--- src/rtl/aes_pkg.sv ---
// aes_pkg: shared AES constants (S-box, round constants) and key-schedule FSM states
package aes_pkg;
   localparam int AES_NR = 10;
   localparam logic [7:0] SBOX [0:255] = '{
      8'h63, 8'h7c, 8'h77, 8'h7b, 8'hf2, 8'h6b, 8'h6f, 8'hc5, 8'h30, 8'h01, 8'h67, 8'h2b, 8'hfe, 8'hd7, 8'hab, 8'h76,
      8'hca, 8'h82, 8'hc9, 8'h7d, 8'hfa, 8'h59, 8'h47, 8'hf0, 8'had, 8'hd4, 8'ha2, 8'haf, 8'h9c, 8'ha4, 8'h72, 8'hc0,
      8'hb7, 8'hfd, 8'h93, 8'h26, 8'h36, 8'h3f, 8'hf7, 8'hcc, 8'h34, 8'ha5, 8'he5, 8'hf1, 8'h71, 8'hd8, 8'h31, 8'h15,
      8'h04, 8'hc7, 8'h23, 8'hc3, 8'h18, 8'h96, 8'h05, 8'h9a, 8'h07, 8'h12, 8'h80, 8'he2, 8'heb, 8'h27, 8'hb2, 8'h75,
      8'h09, 8'h83, 8'h2c, 8'h1a, 8'h1b, 8'h6e, 8'h5a, 8'ha0, 8'h52, 8'h3b, 8'hd6, 8'hb3, 8'h29, 8'he3, 8'h2f, 8'h84,
      8'h53, 8'hd1, 8'h00, 8'hed, 8'h20, 8'hfc, 8'hb1, 8'h5b, 8'h6a, 8'hcb, 8'hbe, 8'h39, 8'h4a, 8'h4c, 8'h58, 8'hcf,
      8'hd0, 8'hef, 8'haa, 8'hfb, 8'h43, 8'h4d, 8'h33, 8'h85, 8'h45, 8'hf9, 8'h02, 8'h7f, 8'h50, 8'h3c, 8'h9f, 8'ha8,
      8'h51, 8'ha3, 8'h40, 8'h8f, 8'h92, 8'h9d, 8'h38, 8'hf5, 8'hbc, 8'hb6, 8'hda, 8'h21, 8'h10, 8'hff, 8'hf3, 8'hd2,
      8'hcd, 8'h0c, 8'h13, 8'hec, 8'h5f, 8'h97, 8'h44, 8'h17, 8'hc4, 8'ha7, 8'h7e, 8'h3d, 8'h64, 8'h5d, 8'h19, 8'h73,
      8'h60, 8'h81, 8'h4f, 8'hdc, 8'h22, 8'h2a, 8'h90, 8'h88, 8'h46, 8'hee, 8'hb8, 8'h14, 8'hde, 8'h5e, 8'h0b, 8'hdb,
      8'he0, 8'h32, 8'h3a, 8'h0a, 8'h49, 8'h06, 8'h24, 8'h5c, 8'hc2, 8'hd3, 8'hac, 8'h62, 8'h91, 8'h95, 8'he4, 8'h79,
      8'he7, 8'hc8, 8'h37, 8'h6d, 8'h8d, 8'hd5, 8'h4e, 8'ha9, 8'h6c, 8'h56, 8'hf4, 8'hea, 8'h65, 8'h7a, 8'hae, 8'h08,
      8'hba, 8'h78, 8'h25, 8'h2e, 8'h1c, 8'ha6, 8'hb4, 8'hc6, 8'he8, 8'hdd, 8'h74, 8'h1f, 8'h4b, 8'hbd, 8'h8b, 8'h8a,
      8'h70, 8'h3e, 8'hb5, 8'h66, 8'h48, 8'h03, 8'hf6, 8'h0e, 8'h61, 8'h35, 8'h57, 8'hb9, 8'h86, 8'hc1, 8'h1d, 8'h9e,
      8'he1, 8'hf8, 8'h98, 8'h11, 8'h69, 8'hd9, 8'h8e, 8'h94, 8'h9b, 8'h1e, 8'h87, 8'he9, 8'hce, 8'h55, 8'h28, 8'hdf,
      8'h8c, 8'ha1, 8'h89, 8'h0d, 8'hbf, 8'he6, 8'h42, 8'h68, 8'h41, 8'h99, 8'h2d, 8'h0f, 8'hb0, 8'h54, 8'hbb, 8'h16
   };
   // entry 0 is unused: the schedule indexes RCON by round number 1..10
   localparam logic [7:0] RCON [0:15] = '{
      8'h00, 8'h01, 8'h02, 8'h04, 8'h08, 8'h10, 8'h20, 8'h40,
      8'h80, 8'h1b, 8'h36, 8'h00, 8'h00, 8'h00, 8'h00, 8'h00
   };
   typedef enum logic [1:0] {ST_IDLE, ST_EXPAND, ST_DONE} key_state_e;
   function automatic logic [7:0] sbox(input logic [7:0] b);
      return SBOX[b];
   endfunction
endpackage

--- src/rtl/key_subword32.sv ---
// key_subword32: combinational S-box substitution of each byte of a 32-bit word
module key_subword32
   import aes_pkg::*;
(
   input  logic [31:0] i_word,
   output logic [31:0] o_word
);
   assign o_word = {sbox(i_word[31:24]), sbox(i_word[23:16]), sbox(i_word[15:8]), sbox(i_word[7:0])};
endmodule

--- src/rtl/key_expand128.sv ---
// key_expand128: AES-128 key schedule, one round key per cycle, with storage and read port
module key_expand128
   import aes_pkg::*;
#(
   parameter int NR    = AES_NR,
   parameter int IDX_W = 4
) (
   input  logic               key_clk,
   input  logic               key_rst,
   input  logic               key_start,
   input  logic [127:0]       key_in,
   output logic               key_busy,
   output logic               keys_ready,
   output logic               key_out_valid,
   output logic [IDX_W-1:0]   key_out_idx,
   output logic [127:0]       key_out,
   input  logic [IDX_W-1:0]   key_rd_idx,
   output logic [127:0]       key_rd_data
);
   key_state_e       r_state, w_state_nx;
   logic [IDX_W-1:0] r_cnt, r_idx, w_widx;
   logic [127:0]     r_rk [0:NR];
   logic [127:0]     r_key, r_rd, w_next, w_wdata;
   logic             r_valid, w_load, w_exp, w_we;
   logic [31:0]      w_sub, w_t, w0, w1, w2, w3;

   assign w_t    = w_sub ^ {RCON[r_cnt], 24'h0};
   assign w0     = r_key[127:96] ^ w_t;
   assign w1     = r_key[95:64] ^ w0;
   assign w2     = r_key[63:32] ^ w1;
   assign w3     = r_key[31:0] ^ w2;
   assign w_next = {w0, w1, w2, w3};

   key_subword32 u_sub (.i_word({r_key[23:0], r_key[31:24]}), .o_word(w_sub));

   // next state: start accepted only when not expanding; leave EXPAND after writing rk[NR]
   always_comb begin
      w_state_nx = r_state;
      w_load     = 1'b0;
      w_exp      = 1'b0;
      if (r_state == ST_EXPAND) begin
         w_exp      = 1'b1;
         w_state_nx = (r_cnt == IDX_W'(NR)) ? ST_DONE : ST_EXPAND;
      end else if (key_start) begin
         w_load     = 1'b1;
         w_state_nx = ST_EXPAND;
      end
      w_we    = w_load | w_exp;
      w_wdata = w_load ? key_in : w_next;
      w_widx  = w_load ? '0 : r_cnt;
   end

   // state, round counter, key storage, streamed key and registered read port
   always_ff @(posedge key_clk) begin
      if (key_rst) begin
         r_state <= ST_IDLE;
         r_cnt   <= '0;
         r_valid <= 1'b0;
         r_idx   <= '0;
         r_key   <= '0;
         r_rd    <= '0;
         for (int i = 0; i <= NR; i++) r_rk[i] <= '0;
      end else begin
         r_state <= w_state_nx;
         r_valid <= w_we;
         r_rd    <= (key_rd_idx <= IDX_W'(NR)) ? r_rk[key_rd_idx] : '0;
         if (w_load) r_cnt <= IDX_W'(1);
         else if (w_exp && r_cnt != IDX_W'(NR)) r_cnt <= r_cnt + 1'b1;
         if (w_we) begin
            r_key        <= w_wdata;
            r_idx        <= w_widx;
            r_rk[w_widx] <= w_wdata;
         end
      end
   end

   assign key_busy      = (r_state == ST_EXPAND);
   assign keys_ready    = (r_state == ST_DONE);
   assign key_out_valid = r_valid;
   assign key_out_idx   = r_idx;
   assign key_out       = r_key;
   assign key_rd_data   = r_rd;
endmodule
--- config.mk ---
export PLATFORM = sky130hd
export DESIGN_NAME = key_expand128
export DESIGN_NICKNAME = d
export VERILOG_FILES = /design/src/rtl/aes_pkg.sv /design/src/rtl/key_subword32.sv /design/src/rtl/key_expand128.sv
export SDC_FILE = /design/constraint.sdc
export NUM_CORES = 2
export LEC_CHECK = 0
export CAP_MARGIN = 25
export CORE_MARGIN = 10
export CORE_UTILIZATION = 67
export DETAILED_ROUTE_END_ITERATION = 10
export PLACE_DENSITY = 0.95
export SKIP_CTS_REPAIR_TIMING = 1
export SYNTH_ARGS = -nofsm -noshare
export SYNTH_HDL_FRONTEND = slang
export SYNTH_SLANG_ARGS = --single-unit
--- constraint.sdc ---
create_clock -name key_clk -period 20.6 [get_ports key_clk]
set_input_delay 3.09 -clock key_clk [delete_from_list [all_inputs] [get_ports key_clk]]
set_output_delay 3.09 -clock key_clk [all_outputs]
set_load 0.01 [all_outputs]
==> results of run 1 <==
cells by family after synthesis:
logic type / Yosys count / share of synthesized area, %
and+or+nand+nor: 2920 / 11.98
buffers and inverters: 964 / 3.650
muxes: 788 / 14.70
adders and majority gates: 64 / 0.7201
AOI/OAI and AO/OA: 1398 / 8.687
xor gates and xnor gates: 163 / 1.847
DFF: 2315 / 58.41
metal layers:
metal,overflow,global-route usage [%]
met5,1,42.09
met4,26,63.75
met3,6,59.84
met2,15,83.30
met1,4,68.93
Yosys cell counts, drive strengths merged (19+ instances only):
cell	number	share of area, %
o21a	33	0.22
nor2	1390	4.7
xnor3	34	0.68
o21ai	286	1.3
nand3	107	0.48
o221ai	28	0.22
dfxtp	395	7.0
nand2b	124	0.69
ha	63	0.70
or2	33	0.18
nand4	29	0.16
a22oi	27	0.19
buf	321	1.5
mux4	680	14
clkbuf	518	1.7
and2	70	0.39
inv	116	0.39
o211ai	67	0.45
o31ai	39	0.26
a311o	20	0.18
nor2b	228	1.3
a31oi	75	0.43
nor4	34	0.21
a21oi	279	1.3
mux2i	92	0.89
nand3b	22	0.15
nor3	269	1.2
a211o	24	0.19
a32oi	21	0.16
a221oi	32	0.26
o311ai	38	0.30
a211oi	91	0.65
a21o	50	0.33
o22ai	28	0.16
xor2	37	0.29
edfxtp	1920	51
xnor2	84	0.70
nor3b	23	0.16
a2111oi	19	0.15
a311oi	49	0.38
or3	46	0.26
nand2	459	1.5
and3	26	0.14
o32ai	21	0.16
per-stage QoR:
| stage | util, % | setup slack (ns) | hold WS (ns) | area, sq um |
|---|---|---|---|---|
| after global placement | 70.24 | 12.37 | 0.4416 | 117200 |
| after floorplan | - | 10.34 | 0.4287 | 112200 |
| after CTS | 74.43 | 12.82 | 0.4794 | 124200 |
| after detailed placement | 70.32 | 12.18 | 0.4583 | 117300 |
==> results.md, run 1 <==
Run status:
- The run stopped with a tool error.
- The stage where the flow stopped is 5_1_grt.
- The first error in the log reads "[ERROR GRT-0232] Routing congestion too high. Check the congestion heatmap in the GUI".

Logic synthesis:
- Counting flops with an async set or reset pin after synthesis yields a share of 0%.
- The per-instance average area after synthesis is 13.03 sq um.
- The post-synthesis net count is 8811.
- The total number of yosys warnings is 0.
- Summing every instance area after synthesis gives 112200 sq um.
- The synthesis-stage register bit count is 2315.
- The number of synthesized flops with an enable pin is 1920.
- The portion of the post-synthesis area used by sequential elements is 58.41%.
- Yosys mapped the design onto 126 distinct sky130hd cell types.
- The most used flip-flop cell after synthesis is sky130_fd_sc_hd__edfxtp_1.
- Synthesis handed over a netlist of 8612 instances.

Clocking:
- The clock net in this run drives a total of 2315 sinks.
- Counting along the longest clock path gives a buffer depth of 3.
- Buffers inserted during clock tree synthesis total 203.
- The H-tree depth reported by CTS is 4.
- The root buffer cell chosen for the clock tree is sky130_fd_sc_hd__clkbuf_16.

Placement:
- Summed over all nets, the half-perimeter wirelength after detailed placement is 287.1 mm.
- The final weighted congestion in routability-driven placement is 1.040.
- The number of placed cells counting well taps is 10580.
- Input and output buffers added on the ports amount to 397.

Floorplan:
- The effective utilization at floorplan is 67.27%.
- The chip width is 429.3 microns.
- The number of cell rows is 150.
- The die extent in y is 429.3 microns.
- The number of placed I/O pins is 398.

Global route:
- Global routing used 69.62% of the available tracks.
- The number of antenna violations at the first check in global routing was 134.
- After global routing the overflow that remains totals 52.
- The maximum number of pins on one net before global-route repair is 159.
==> run 2: changes to the inputs <==
Settings changed: CORE_UTILIZATION 67 to 40, PLACE_DENSITY 0.95 to not set, PLACE_DENSITY_LB_ADDON set to 0.15.
==> results.md, run 2 <==
Logic synthesis:
- The area fraction in compound gates after synthesis is 8.687%.
- For this run, the number of Yosys warnings is 0.
- The number of synthesized flops with an enable pin is 1920.
- The synthesized netlist occupies a cell area of 112200 sq um.
- The per-instance average area after synthesis is 13.03 sq um.
- After Yosys synthesis, full adders, half adders and majority gates account for 0.7201% of the synthesized area.
- In the post-synthesis netlist, the cell with the most instances is sky130_fd_sc_hd__edfxtp_1.
- The largest family of logic cells by synthesized area is multiplexers.
- Sorting the synthesized cells by how often they occur yields 1920 x sky130_fd_sc_hd__edfxtp_1, 1385 x sky130_fd_sc_hd__nor2_1, 680 x sky130_fd_sc_hd__mux4_2.
- The post-synthesis cell type with the largest combined area is sky130_fd_sc_hd__edfxtp_1.
- The synthesis-stage register bit count is 2315.
- After synthesis, the cell types taking the most area are sky130_fd_sc_hd__edfxtp_1 51%, sky130_fd_sc_hd__mux4_2 14%, sky130_fd_sc_hd__dfxtp_1 7.0%, sky130_fd_sc_hd__nor2_1 4.6%, sky130_fd_sc_hd__clkbuf_1 1.7%.
- Multiplexer cells account for 14.70% of the synthesized area.
- The cell count after synthesis is 8612.
- The proportion of netlist area held by the largest area contributor is 51.37%.
- The post-synthesis net count is 8811.
- The share of the synthesized netlist area taken by xor and xnor gates is 1.847%.
- Yosys mapped the design onto 126 distinct sky130hd cell types.
- The share of synthesized cell area in and, or, nand and nor gates is 11.98%.
- After synthesis, the share of flip-flops with an asynchronous set or reset is 0%.
- After synthesis, flip-flops and latches occupy 58.41% of the total area.
- The most used flip-flop cell after synthesis is sky130_fd_sc_hd__edfxtp_1.

Worst hold path:
- The path class of the lowest-slack min-delay path is reg2reg.
- The startpoint identified for the worst hold timing path is r_rk[10][126]$_SDFFE_PP0P_.
- The cell depth of the worst hold path is 2.
- The end point of the worst hold path is r_rk[10][126]$_SDFFE_PP0P_.

Critical path:
- By instance count, the cell type seen most on the critical path is sky130_fd_sc_hd__buf_4.
- The number of cells on the worst reg-to-reg path is 13.
- By startpoint and endpoint, the worst setup path is classified as in2reg.
- Of all nets on the critical path, the largest fanout is 46.
- The data arrival time at the worst-slack endpoint is 7.96 ns.
- The cell type of the slowest stage on the worst timing path is sky130_fd_sc_hd__buf_4.
- The critical path's largest stage delay is 0.80 ns.
- Walking the worst path, the cells encountered are buf_2 -> inv_1 -> nand2_1 -> nand2_4 -> clkinv_2 -> buf_4 -> a21o_4 -> nand2_4 -> buf_4 -> buf_4.
- The critical register-to-register path startpoint is key_out[0]$_SDFFE_PP0P_.
- The cell family contributing the most delay on the critical path is buffers and inverters.
- The worst register-to-register path ends at r_rk[13][12]$_DFFE_PP_.
- The type of element launching the critical path is an input port.
- The number of buffers and inverters on the critical path is 6.
- At the worst endpoint, the required time is 21.12 ns.
- The worst setup path is captured at a register.
- The setup check on the worst reg-to-reg path leaves a slack of 13.82 ns.

Floorplan:
- The region available for standard cell placement spans 279400 sq um.
- The initial utilization of the core area, before any placement, comes to 40.17%.
- The die covers 302200 sq um.
- The die extent in y is 549.7 microns.
- Pin placement for this block handled 398 I/O pins.
- The number of cell rows is 194.
- Measured along the x axis, the die boundary spans 549.7 microns.

Global route:
- The via count of the first global-routing pass is 78540.
- For this run the aggregate overflow at the end of global routing stands at 0.
- The maximum number of pins on one net before global-route repair is 142.
- The number of antenna violations at the first check in global routing came to 30.
- Global routing used 30.56% of the available tracks.
- The wire length of the first global-routing pass is 655.1 mm.

Run status:
- The flow ran to the end, and the final reports show no timing, DRC or antenna violations.

Clocking:
- The number of clock sinks is 2315.
- The post-CTS clock slew at the launch and capture registers of the worst setup and hold paths is 0.06 ns.
- In this run the clock root is driven by a sky130_fd_sc_hd__clkbuf_16.
- The H-tree depth reported by CTS is 4.
- At the later pin of the worst-skew pair, clock insertion delay measures 0.97 ns.
- The maximum count of clock buffers along a single path is 4.
- Counting the buffers created by CTS gives 246.
- The clock tree from TritonCTS is built.

Routing:
- The overall via count from detail_route is 81510.
- The detailed-router iteration count before antenna repair is 7.
- The remaining antenna violation count is 0.
- In the routed layout, each cell is associated on average with a via count of 6.453.
- The number of design-rule violations left by the first detailed-router iteration is 12490.
- The total wire length is 478.1 mm.
- The mean routed wirelength per cell is 37.85 microns.
- The number of remaining DRC errors is 0.

Placement:
- The count of input and output buffers is 397.
- The pre-CTS setup slack is 12.32 ns.
- The final weighted congestion in routability-driven placement is 0.9499.
- The half-perimeter wire length after detailed placement is 298.7 mm.
- Once placement finished, the instance area stood at 119700 sq um.

Timing:
- Setup repair after global routing left no endpoint under its margin.
- The relative max-transition margin is 19.69%.
- The max-slew violation count is 0.
- The count of endpoints failing hold in the final timing report is 0.
- At the pin with the least slew margin, the transition time is 1.205 ns.
- The final critical delay including setup and external delays is 7.434 ns.
- The final number of setup-violating endpoints is 0.
- The largest clock skew in the final design is 0.1401 ns.
- Timing would allow up to 0.1345 GHz.
- For the final routed database, the setup TNS stands at 0 ns.
- The share of the clock period used by the worst path is 36.09%.
- The worst setup margin is 13.17 ns.

Pwr:
- The standby leakage power is 44.17 nW.
- Summing internal, switching and leakage power gives 0.01934 W.
- The power density relative to cell area is 150.8 nW/um^2.
- VDD sags by at most 0.1015 mV.

Finish:
- The flip-flop count of the largest register after layout is 2048.
- The top register by number of flip-flops is r_rk.
- The number of nets in the final layout is 8876.
- The share of layout cells above drive strength 1 is 17.23%.
- With fillers left out, the area of the finished cells amounts to 128300 sq um.
- The most common cell after layout, fill and taps aside is sky130_fd_sc_hd__edfxtp_1.
- Leaving out fill and tap cells, the most frequent cells in the layout are 1920 x sky130_fd_sc_hd__edfxtp_1, 1378 x sky130_fd_sc_hd__nor2_1, 680 x sky130_fd_sc_hd__mux4_2.
- The area growth from synthesis to final layout is 14.28%.

Run:
- The number of max-capacitance violations reported is 0.
[run 2: cell counts after synthesis]
No cell type changed its count.
[run 2: worst max path at each step]
| stage | startpoint | slack [ns] | cells after the start | endpoint |
|---|---|---|---|---|
| 6_report | key_start | 13.17 | 10 | r_rk[8][52]$_SDFFCE_PN0P_ |
| 5_1_grt | key_start | 13.12 | 10 | r_rk[8][52]$_SDFFCE_PN0P_ |
| 4_1_cts | key_start | 13.22 | 10 | r_rk[8][66]$_SDFFCE_PN0P_ |
| 3_5_place_dp | key_start | 12.32 | 10 | r_rk[8][95]$_SDFFCE_PN0P_ |
| 3_3_place_gp | key_start | 12.40 | 10 | r_rk[8][95]$_SDFFCE_PN0P_ |
| 2_1_floorplan | key_start | 10.34 | 7 | r_rk[12][0]$_DFFE_PP_ |
[run 2: per-stage QoR]
stage	util (%)	hold slack, ns	std cells
finish	45.91	0.4609	12630
global route	45.91	0.4841	12630
CTS	45.87	0.4597	12600
detailed placement	42.85	0.4494	12150
global placement	42.75	0.4435	12130
floorplan	-	0.4287	8612
[run 2: area by class of cell]
| cell class | instances | area (sq um) |
|---|---|---|
| diodes | 20 | 50.05 |
| well taps | 3724 | 4659 |
| clock buffers | 323 | 6832 |
| clock inverters | 135 | 1598 |
| multi-input cells | 5333 | 42830 |
| inverters | 125 | 481.7 |
| fillers | 24840 | 151100 |
| repair buffers | 656 | 6217 |
| flip-flops and latches | 2315 | 65610 |
[run 2: power breakdown]
group	total (W)	switching, W	leakage (nW)	internal (W)
clock network	0.00466	0.00191	4.14	0.00275
registers	0.00606	0.000423	22.4	0.00564
logic	0.00862	0.00609	17.7	0.00254
total	0.0193	0.00842	44.2	0.0109
[run 2: logic make-up after synthesis]
family                     count (synthesis)
adders and majority gates                 64
AOI/OAI and AO/OA                       1398
muxes                                    788
DFF                                     2315
xor gates and xnor gates                 163
and+or+nand+nor                         2920
buffers and inverters                    964
[run 2: layer usage]
metal | track usage (%) | up-vias | part of all wire [%]
met5 | 0 | - | 0.011
met4 | 17.92 | 8 | 7.1
met3 | 5.645 | 954 | 9.7
met2 | 46.49 | 5242 | 45
met1 | 41.04 | 42440 | 39
li1 | - | 32870 | -
[run 2: worst min-delay path, stage by stage (launching register included)]
cell                      delay, ns
sky130_fd_sc_hd__dfxtp_1       0.31
sky130_fd_sc_hd__nand2_1       0.05
sky130_fd_sc_hd__a21oi_1       0.05
No activity file was read; power rests on OpenSTA's default activity.
